## src/rtl/disp_vramctrl.sv

```systemverilog
// Display VRAM read controller: on each vsync, fetch one frame from memory
// as a sequence of fixed-length AXI read bursts and stream it into the pixel FIFO.
module disp_vramctrl #(
  parameter int unsigned FRAME_BURSTS = 9600,
  parameter int unsigned BURST_LEN    = 16
) (
  input  logic        ACLK,
  input  logic        ARST,
  input  logic        DISPON,
  input  logic [28:0] DISPADDR,
  input  logic        DSP_VSYNC_X,
  input  logic        FIFO_READY,
  output logic [31:0] ARADDR,
  output logic [7:0]  ARLEN,
  output logic        ARVALID,
  input  logic        ARREADY,
  input  logic [63:0] RDATA,
  input  logic        RVALID,
  input  logic        RLAST,
  output logic        RREADY,
  output logic        FIFO_WR,
  output logic [63:0] FIFO_WDATA,
  output logic        FRAME_BUSY
);

  localparam int unsigned CNT_W       = (FRAME_BURSTS > 1) ? $clog2(FRAME_BURSTS) : 1;
  localparam int unsigned BURST_BYTES = BURST_LEN * 8;
  localparam logic [CNT_W-1:0] LAST_BURST = CNT_W'(FRAME_BURSTS - 1);

  typedef enum logic [2:0] {
    HALT    = 3'd0,
    WAITVS  = 3'd1,
    WAITBUF = 3'd2,
    AREQ    = 3'd3,
    RDAT    = 3'd4
  } state_t;

  state_t           state;
  logic             vs_s1;
  logic             vs_s2;
  logic             vs_hist;
  logic             frame_start;
  logic             burst_end;
  logic [CNT_W-1:0] burst_cnt;
  logic [31:0]      burst_addr;

  // Bring the asynchronous vsync into ACLK and keep one sample of history.
  always_ff @(posedge ACLK or posedge ARST) begin
    if (ARST) begin
      vs_s1   <= 1'b1;
      vs_s2   <= 1'b1;
      vs_hist <= 1'b1;
    end else begin
      vs_s1   <= DSP_VSYNC_X;
      vs_s2   <= vs_s1;
      vs_hist <= vs_s2;
    end
  end

  assign frame_start = vs_hist & ~vs_s2;
  assign burst_end   = (state == RDAT) & RVALID & RLAST;

  // Burst length never changes; read data goes straight into the FIFO.
  assign ARLEN      = 8'(BURST_LEN - 1);
  assign FIFO_WR    = RVALID & RREADY;
  assign FIFO_WDATA = RDATA;

  // Frame fetch sequencer: waits for vsync, then issues one burst per FIFO slot.
  // ARVALID is raised one cycle after entering AREQ, once ARADDR has settled.
  always_ff @(posedge ACLK or posedge ARST) begin
    if (ARST) begin
      state      <= HALT;
      ARVALID    <= 1'b0;
      RREADY     <= 1'b0;
      FRAME_BUSY <= 1'b0;
      ARADDR     <= '0;
      burst_cnt  <= '0;
      burst_addr <= '0;
    end else begin
      case (state)
        HALT: begin
          if (DISPON) begin
            state <= WAITVS;
          end
        end
        WAITVS: begin
          if (!DISPON) begin
            state <= HALT;
          end else if (frame_start) begin
            burst_addr <= {DISPADDR, 3'b000};
            burst_cnt  <= '0;
            FRAME_BUSY <= 1'b1;
            state      <= WAITBUF;
          end
        end
        WAITBUF: begin
          if (!DISPON) begin
            FRAME_BUSY <= 1'b0;
            state      <= HALT;
          end else if (FIFO_READY) begin
            ARADDR <= burst_addr;
            state  <= AREQ;
          end
        end
        AREQ: begin
          if (ARVALID && ARREADY) begin
            ARVALID <= 1'b0;
            RREADY  <= 1'b1;
            state   <= RDAT;
          end else begin
            ARVALID <= 1'b1;
          end
        end
        RDAT: begin
          if (burst_end) begin
            RREADY     <= 1'b0;
            burst_cnt  <= burst_cnt + CNT_W'(1);
            burst_addr <= burst_addr + 32'(BURST_BYTES);
            if (burst_cnt == LAST_BURST) begin
              FRAME_BUSY <= 1'b0;
              state      <= DISPON ? WAITVS : HALT;
            end else if (!DISPON) begin
              FRAME_BUSY <= 1'b0;
              state      <= HALT;
            end else begin
              state <= WAITBUF;
            end
          end
        end
        default: begin
          state <= HALT;
        end
      endcase
    end
  end

endmodule

```

## config.mk

```make
export PLATFORM = sky130hd
export DESIGN_NAME = disp_vramctrl
export DESIGN_NICKNAME = d
export VERILOG_FILES = /design/src/rtl/disp_vramctrl.sv
export SDC_FILE = /design/constraint.sdc
export NUM_CORES = 1
export LEC_CHECK = 0
export ABC_AREA = 1
export CAP_MARGIN = 20
export CORE_UTILIZATION = 47
export DETAILED_ROUTE_END_ITERATION = 12
export PLACE_DENSITY = 0.9
export SLEW_MARGIN = 20
export SYNTH_ARGS = -nofsm -noshare
export SYNTH_HDL_FRONTEND = slang
export SYNTH_SLANG_ARGS = --single-unit
export TNS_END_PERCENT = 10
```

## constraint.sdc

```tcl
create_clock -name ACLK -period 6.5 [get_ports ACLK]
set_clock_uncertainty 0.05 [all_clocks]
set_input_delay 1.95 -clock ACLK [delete_from_list [all_inputs] [get_ports ACLK]]
set_output_delay 1.95 -clock ACLK [all_outputs]
set_load 0.02 [all_outputs]
```

**Word-level counts from Yosys, hierarchy flattened**

Index checks and enable logic that the tools add are counted.

- Output and inout bits: 108
- Bits in registers: 87

- $add $sub $neg: 2
- Reduce and logical (&&, ||, !) cells: 10
- Bitwise operators: 5
- Equality and inequality tests: 12
- Mux-type cells: 29

Operator list:

| kind | count |
|---|---|
| $mux 32 | 3 |
| $pmux 32 s2 | 1 |
| $mux 14 | 3 |
| $add 32x8->32 const B | 1 |
| $pmux 14 s2 | 1 |
| $mux 3 | 7 |
| $pmux 3 s5 | 1 |
| $add 14x1->14 const B | 1 |
| $eq 14x14->1 const B | 1 |
| $ne 2x2->1 const B | 5 |
| $mux 1 | 9 |
| $reduce_and 4->1 | 2 |
| $eq 3x2->1 const B | 2 |
| $ne 3x3->1 const B | 2 |
| $reduce_and 3->1 | 2 |
| $reduce_and 5->1 | 1 |
| $and 1x1->1 | 4 |
| $mux 2 | 2 |
| $reduce_bool 2->1 | 2 |
| $eq 3x1->1 const B | 1 |
| $eq 3x3->1 const B | 1 |
| $logic_not 3->1 | 1 |
| $pmux 1 s3 | 1 |
| $reduce_bool 3->1 | 1 |
| other kinds (3) | 3 |

**Longest topological paths before layout**

Gate-level depths: netlist (run 1).

- Word-level depth: 5
- Mapped depth: 10
- Mapped depth without buffers: 10

**Worst setup path after synthesis (run 1)**

Ideal clock, no wire load.

- Path type: input to output
- From: input RVALID
- To: output FIFO_WR
- Arrival time: 2.126 ns
- Slack: 2.374 ns
- Data required time: 4.500 ns
- Buffers on the path: 0
- Stages on the path: 2
- Path through: nand2_1 > inv_1

- Word-level cells in the longest chain between the ends: 1

Ends and longest elaborated chain:

| what | line | RTL |
|---|---|---|
| start, declared | 18 | `input logic RVALID,` |
| $and 1x1->1 | 65 | `assign FIFO_WR = RVALID & RREADY;` |
| end, declared | 21 | `output logic FIFO_WR,` |

No other way between the ends.

**Worst setup path in the final report (run 1)**

Ends and elaborated chain as after synthesis.

==> impl_metrics.tcl, run 1 <==
set metrics [dict create \
    crit_arrival_ns 3.15 \
    fin_nets 781 \
    synth_fa_ha_area_share_pct 0.501 \
    tns_ns 0 \
    finalMaxSlewViolations 0 \
    htree_levels 3 \
    slowest_stage "clkdlybuf4s50_1" \
    slowest_delay_ns 0.59 \
    die_h_um 105 \
    synth.area.mux_share_pct 1.35 \
    grt_pass1_wl_um 18400 \
    synth_seq_area_share_pct 40.6 \
    synth_cells 683 \
    post-route-min-period_ns 5.15 \
    drt_iter0_drc 389 \
    worst_pin_slew_ns 0.990 \
    dieArea_mm2 0.0111 \
    num_io_pins 209 \
    vias 4266 \
    dp_hpwl_um 7410 \
    ys_warn_count 0 \
    drc 0 \
    overflow 0 \
    crit_path_cell_trace "clkdlybuf4s50_1 > nand2_1 > inv_1 > clkdlybuf4s50_1" \
    clock_sinks 81 \
    critPathRequiredTime_ns 4.50 \
    grt_max_degree 82 \
    synthXorXnorAreaFrac_pct 0.526 \
    fin_ws_ns 1.35 \
    totalWireLength_um 10900 \
    core-area_mm2 0.0103 \
    portBuffers 69 \
    grt_use_total_pct 20.6 \
    clkLatencyLatePin_ns 0.36 \
    final_antenna_net_count 0 \
    cts-root-buf "clkbuf_8" \
    start_kind "primary input" \
    antennaDiodeCount 0 \
    multi_input_area_mm2 0.00210 \
    finalSetupViolations 0 \
    num-fill-cells 998 \
    drive_above_1_share_pct 6.30 \
    cts-resized-gates 0 \
    synth_cell_types 31 \
    first_global_vias 3897 \
    fin_hold_ws_ns 0.309 \
    irDropWorstVdd_v 0.000161 \
    finalHoldViolCount 0 \
    die_x_um 105 \
    cp_max_fo 3 \
    drtPass1Iterations 5 \
    path_clk_slew_ns 0.09 \
    numCtsBuffers 9 \
    layout.area.seq_mm2 0.00203 \
    synth_top_family_by_area "simple AND/OR/NAND/NOR gates" \
    antenna_found_initial 0 \
    synth-simple-area-share_pct 31.8 \
    ys_ff_latch 81 \
    postCtsHoldBufs 0 \
    cp_common_cell "clkdlybuf4s50_1" \
    drv_cap 0 \
    max_freq_mhz 194 \
    synth.avg_cell_area_um2 7.32 \
    critPathTopFamily "buffers and inverters" \
    rsz0062_at_grt "false" \
    critPathKind "in -> out" \
    endpoint_kind "output port" \
    cts_tree "built" \
    finalPower_mw 2.11 \
    path_buf_inv 3 \
    power_density_mw_per_mm2 387 \
    outcome "completed" \
    place_ws_ns 1.36 \
    globalplace.congestion 0.880 \
    synth-compound-area-share_pct 6.96 \
    initial_core_util_pct 48.4 \
    min_period_over_period_pct 79.3 \
    syn-cell-area_mm2 0.00500 \
    hold_path_class "reg -> reg" \
    post_cts_buffers 0 \
    drt-wirelength-per-cell_um 13.3 \
    syn_to_final_growth_pct 8.79 \
    vias_per_cell 5.21 \
    clockBufferDepth 2 \
    leakage_nw 2.51 \
    relSlewSlack_pct 33.8 \
    rows 37 \
]
-- Yosys cell counts --
cell	count	share of area (%)
a21oi_1	4	0.40
buf_1	2	0.15
buf_2	3	0.30
nand3_2	2	0.40
clkbuf_1	10	0.75
mux2_1	4	0.90
nor2_8	1	0.40
buf_6	1	0.23
o211ai_1	5	0.75
nand3_1	60	6.0
xor2_1	3	0.53
or2_2	6	0.75
inv_2	4	0.30
conb_1	2	0.15
nor2_1	46	3.5
inv_1	58	4.4
mux2_2	2	0.45
nand2_1	207	16
nand4_1	29	3.6
inv_4	1	0.13
dfstp_2	3	1.6
o21ai_1	6	0.60
nor3_1	4	0.40
buf_4	79	12
dfrtp_1	78	39
and2_1	1	0.13
nor2_2	4	0.50
nor2_4	1	0.23
o21ai_0	52	5.2
ha_1	2	0.50
nand2_2	3	0.38
-- power breakdown --
part,total (mW),internal [mW],switching (mW)
logic,0.916,0.347,0.569
clock network,0.379,0.189,0.190
registers,0.810,0.676,0.135
total,2.11,1.21,0.893
-- worst reg2reg max path: stages (launching register included) --
cell	delay [ns]
dfrtp_1	0.41
inv_2	0.10
nand2_1	0.10
nor2_4	0.76
nand2_2	0.43
nand2_2	0.25
nor2_8	0.14
inv_4	0.31
nor2_1	0.08
nand2_1	0.06
nand2_1	0.05
-- placed cells by master, fill, tap and decap left out, types with 2 or more instances in the layout --
cell type        netlist  routed
a21oi_1                4       4
clkbuf_1              10       2
clkbuf_8               0      10
clkdlybuf4s50_1        0      69
clkinv_2               0       2
conb_1                 2      11
dfrtp_1               78      78
dfstp_2                3       3
ha_1                   2       2
inv_1                 58      57
inv_2                  4       4
mux2_1                 4       4
mux2_2                 2       2
nand2_1              207     207
nand2_2                3       3
nand3_1               60      60
nand3_2                2       2
nand4_1               29      29
nor2_1                46      46
nor2_2                 4       4
nor3_1                 4       4
o211ai_1               5       5
o21ai_0               52      52
o21ai_1                6       6
or2_2                  6       6
xor2_1                 3       3
-- worst paths after layout --
path / slack [ns] / cells past startpoint / startpoint / to
worst max-delay path: 1.35 / 4 / RVALID / FIFO_WR
worst min-delay path: 0.31 / 0 / vs_s1$_DFF_PP1_ / vs_s2$_DFF_PP1_
worst max register to register: 3.64 / 10 / state[0]$_DFFE_PP0P_ / burst_addr[14]$_DFFE_PP0P_
worst min register to register: 0.31 / 0 / vs_s1$_DFF_PP1_ / vs_s2$_DFF_PP1_
max in group asynchronous: 3.84 / 3 / ARST / ARADDR[26]$_DFFE_PP0P_
min in group asynchronous: 2.04 / 3 / ARST / ARADDR[4]$_DFFE_PP0P_
-- flip-flops by register name (all words and copies together) (netlist names), 3 cells and up --
signal      count
state           3
burst_addr     29
burst_cnt      14
ARADDR         29
-- area by class of cell --
class	count	share of cell area [%]
Multi-Input combinational cell	453	38.6
Sequential cell	81	37.3
Timing Repair Buffer	70	12.9
Inverter	63	4.42
Tap cell	136	3.13
Clock buffer	12	2.67
Clock inverter	4	0.943
-- layer usage --
| layer | track usage (%) | part of all wire [%] | vias to the layer above |
|---|---|---|---|
| met5 | 0 | 0 | - |
| met2 | 31.6 | 45 | 155 |
| li1 | - | - | 2100 |
| met4 | 8.55 | 2.3 | 0 |
| met3 | 3.99 | 6.6 | 25 |
| met1 | 28.4 | 46 | 1986 |
-- through the flow --
step | cells | area, µm² | util [%]
after floorplan | 692 | 5030 | -
after global placement | 803 | 5240 | 50.7
after detailed placement | 803 | 5240 | 50.7
after CTS | 819 | 5430 | 52.6
after global routing | 819 | 5440 | 52.7
final | 819 | 5440 | 52.7
-- cell families (layout without fill, tap and decap cells) --
group	Yosys count	in the layout
simple gates	364	364
mux	6	6
flops	81	81
fa+ha+maj	2	2
other cells	2	11
compound gates	67	67
xor+xnor	3	3
buf+inv	158	149
No activity file was read; power rests on OpenSTA's default activity.
==> run 2, diff against run 1 <==
--- a/config.mk
+++ b/config.mk
@@ -7,9 +7,9 @@
 export LEC_CHECK = 0
 export ABC_AREA = 1
 export CAP_MARGIN = 20
-export CORE_UTILIZATION = 47
+export CORE_UTILIZATION = 39
 export DETAILED_ROUTE_END_ITERATION = 12
-export PLACE_DENSITY = 0.9
+export PLACE_DENSITY = 0.8
 export SLEW_MARGIN = 20
 export SYNTH_ARGS = -nofsm -noshare
 export SYNTH_HDL_FRONTEND = slang
==> constraint.sdc (replaced) <==
create_clock -name ACLK -period 4.6 [get_ports ACLK]
set_clock_uncertainty 0.05 [all_clocks]
set_input_delay 1.38 -clock ACLK [delete_from_list [all_inputs] [get_ports ACLK]]
set_output_delay 1.38 -clock ACLK [all_outputs]
set_load 0.02 [all_outputs]
==> run 2 against run 1 <==
  * Wire length increased by 2.6%
  * Sequential share of layout area decreased by 0.87 points
  * Hold slack worse by 0.0032 ns
  * Die area increased by 20%
  * Clock-buffer cell count did not move
  * Critical path depth unchanged
  * Clock power is 75% higher
  * Design area rose by 2.4%
  * Non-clock buffer count up 2
  * Sequential cell count unchanged
  * Critical path type unchanged
  * Largest cell class unchanged
  * Highest routed layer unchanged
==> impl_metrics.tcl, run 2 (synthesis gave the netlist of run 1 again) <==
set metrics [dict create \
    outcome "completed" \
    critPathKind "in -> out" \
    place_ws_ns 0.581 \
    power_density_mw_per_mm2 557 \
    fin_nets 783 \
    drt_iter0_drc 312 \
    drt-wirelength-per-cell_um 13.1 \
    tns_ns 0 \
    num_io_pins 209 \
    num-fill-cells 1192 \
    hold_path_class "reg -> reg" \
    globalplace.congestion 0.879 \
    power_switching_mw 1.27 \
    initial_core_util_pct 40.8 \
    die_x_um 115 \
    drtPass1Iterations 5 \
    final_cell_mix "207 x nand2_1, 78 x dfrtp_1, 69 x clkdlybuf4s50_1" \
    cts_tree "built" \
    gr-max-usage-layer "met2" \
    clockBufferDepth 2 \
    endpoint_kind "output port" \
    drc 0 \
    use_met3_pct 3.64 \
    finalMaxSlewViolations 0 \
    finalHoldViolCount 0 \
    overflow 0 \
    grt_use_total_pct 17.9 \
    worst_pin_slew_ns 0.835 \
    first_global_vias 3921 \
    cp_max_fo 3 \
    post_cts_buffers 0 \
    pwr-share-clk_pct 21.4 \
    irDropWorstVdd_v 0.000225 \
    placed_area_mm2 0.00529 \
    use_met2_pct 27.7 \
    fin_hold_ws_ns 0.305 \
    final_antenna_net_count 0 \
    rsz0062_at_grt "false" \
    die_h_um 115 \
    crit_arrival_ns 2.58 \
    cts-resized-gates 0 \
    fin_ws_ns 0.586 \
    totalWireLength_um 11200 \
    core-area_mm2 0.0123 \
    rows 40 \
    max_freq_mhz 249 \
    final_common_cell "nand2_1" \
    grt_use_met1_pct 24.6 \
    finalPower_mw 3.10 \
    clock_sinks 81 \
    swShare_pct 41.0 \
    dp_hpwl_um 8100 \
    drive_above_1_share_pct 6.57 \
    reg_top3 "ARADDR (29), burst_addr (29), burst_cnt (14)" \
    power.internal_mw 1.83 \
    grt_max_degree 53 \
    combPwrFrac_pct 41.5 \
    cts-root-buf "clkbuf_16" \
    path_clk_slew_ns 0.06 \
    portBuffers 69 \
    drv_cap 0 \
    dieArea_mm2 0.0133 \
    design_area_mm2 0.00557 \
    htree_levels 3 \
    antenna_found_initial 0 \
    clkLatencyLatePin_ns 0.34 \
    leakage_nw 2.55 \
    syn_to_final_growth_pct 11.4 \
    antennaDiodeCount 0 \
    relSlewSlack_pct 44.1 \
    critPathRequiredTime_ns 3.17 \
    vias_per_cell 4.90 \
    numCtsBuffers 9 \
    grt_pass1_wl_um 18600 \
    seqPwrFrac_pct 37.0 \
    vias 4176 \
    start_kind "primary input" \
    post-route-min-period_ns 4.01 \
    min_period_over_period_pct 87.3 \
    finalSetupViolations 0 \
    postCtsHoldBufs 0 \
]
==> run 2: cell types whose count changed in the layout (fill, tap and decap cells not counted) <==
cell	before	now
clkbuf_16	0	9
clkbuf_8	10	1
buf_4	0	3
buf_6	1	0
bufinv_16	1	0
clkinv_4	0	1
clkinvlp_4	1	2
inv_6	1	0
==> run 2: layout make-up <==
type | instances | area [µm²] | share of cell area (%)
well taps | 168 | 210 | 3.78
multi-input cells | 453 | 2100 | 37.7
clock buffers | 12 | 246 | 4.43
flip-flops and latches | 81 | 2030 | 36.5
clock inverters | 4 | 28.8 | 0.517
repair buffers | 72 | 713 | 12.8
inverters | 63 | 240 | 4.31
==> run 2: power groups by stage <==
stage          clock network (mW)  registers (mW)  logic [mW]
6_report                    0.665            1.15        1.29
5_1_grt                     0.706            1.19        1.44
4_1_cts                     0.676            1.15        1.30
3_5_place_dp                    0            1.16        1.30
3_3_place_gp                    0            1.15        1.27
2_1_floorplan                   0            1.27       0.816
==> run 2: per-stage QoR <==
stage          instances  utilization, %
2_1_floorplan        692               -
3_3_place_gp         837            43.2
3_5_place_dp         837            43.2
4_1_cts              853            45.4
5_1_grt              853            45.4
6_report             853            45.4
==> run 2: routing by layer <==
metal | up-vias | share of wire [%]
met1 | 1897 | 46
li1 | 2105 | -
met3 | 17 | 7.2
met4 | 0 | 1.6
met5 | - | 0
met2 | 157 | 45
==> run 2: worst max-delay path, cell delays in order <==
cell	delay (ns)
clkdlybuf4s50_1	0.51
nand2_1	0.06
inv_1	0.05
clkdlybuf4s50_1	0.59
==> run 2: worst paths after layout <==
check / from / endpoint / slack (ns) / depth (start not counted)
worst max-delay path: RVALID / FIFO_WR / 0.59 / 4
worst min-delay path: vs_s1$_DFF_PP1_ / vs_s2$_DFF_PP1_ / 0.31 / 0
worst max register to register: state[0]$_DFFE_PP0P_ / burst_cnt[0]$_DFFE_PP0P_ / 2.11 / 10
worst min register to register: vs_s1$_DFF_PP1_ / vs_s2$_DFF_PP1_ / 0.31 / 0
max in group asynchronous: ARST / vs_s1$_DFF_PP1_ / 2.28 / 3
min in group asynchronous: ARST / ARADDR[6]$_DFFE_PP0P_ / 1.44 / 2
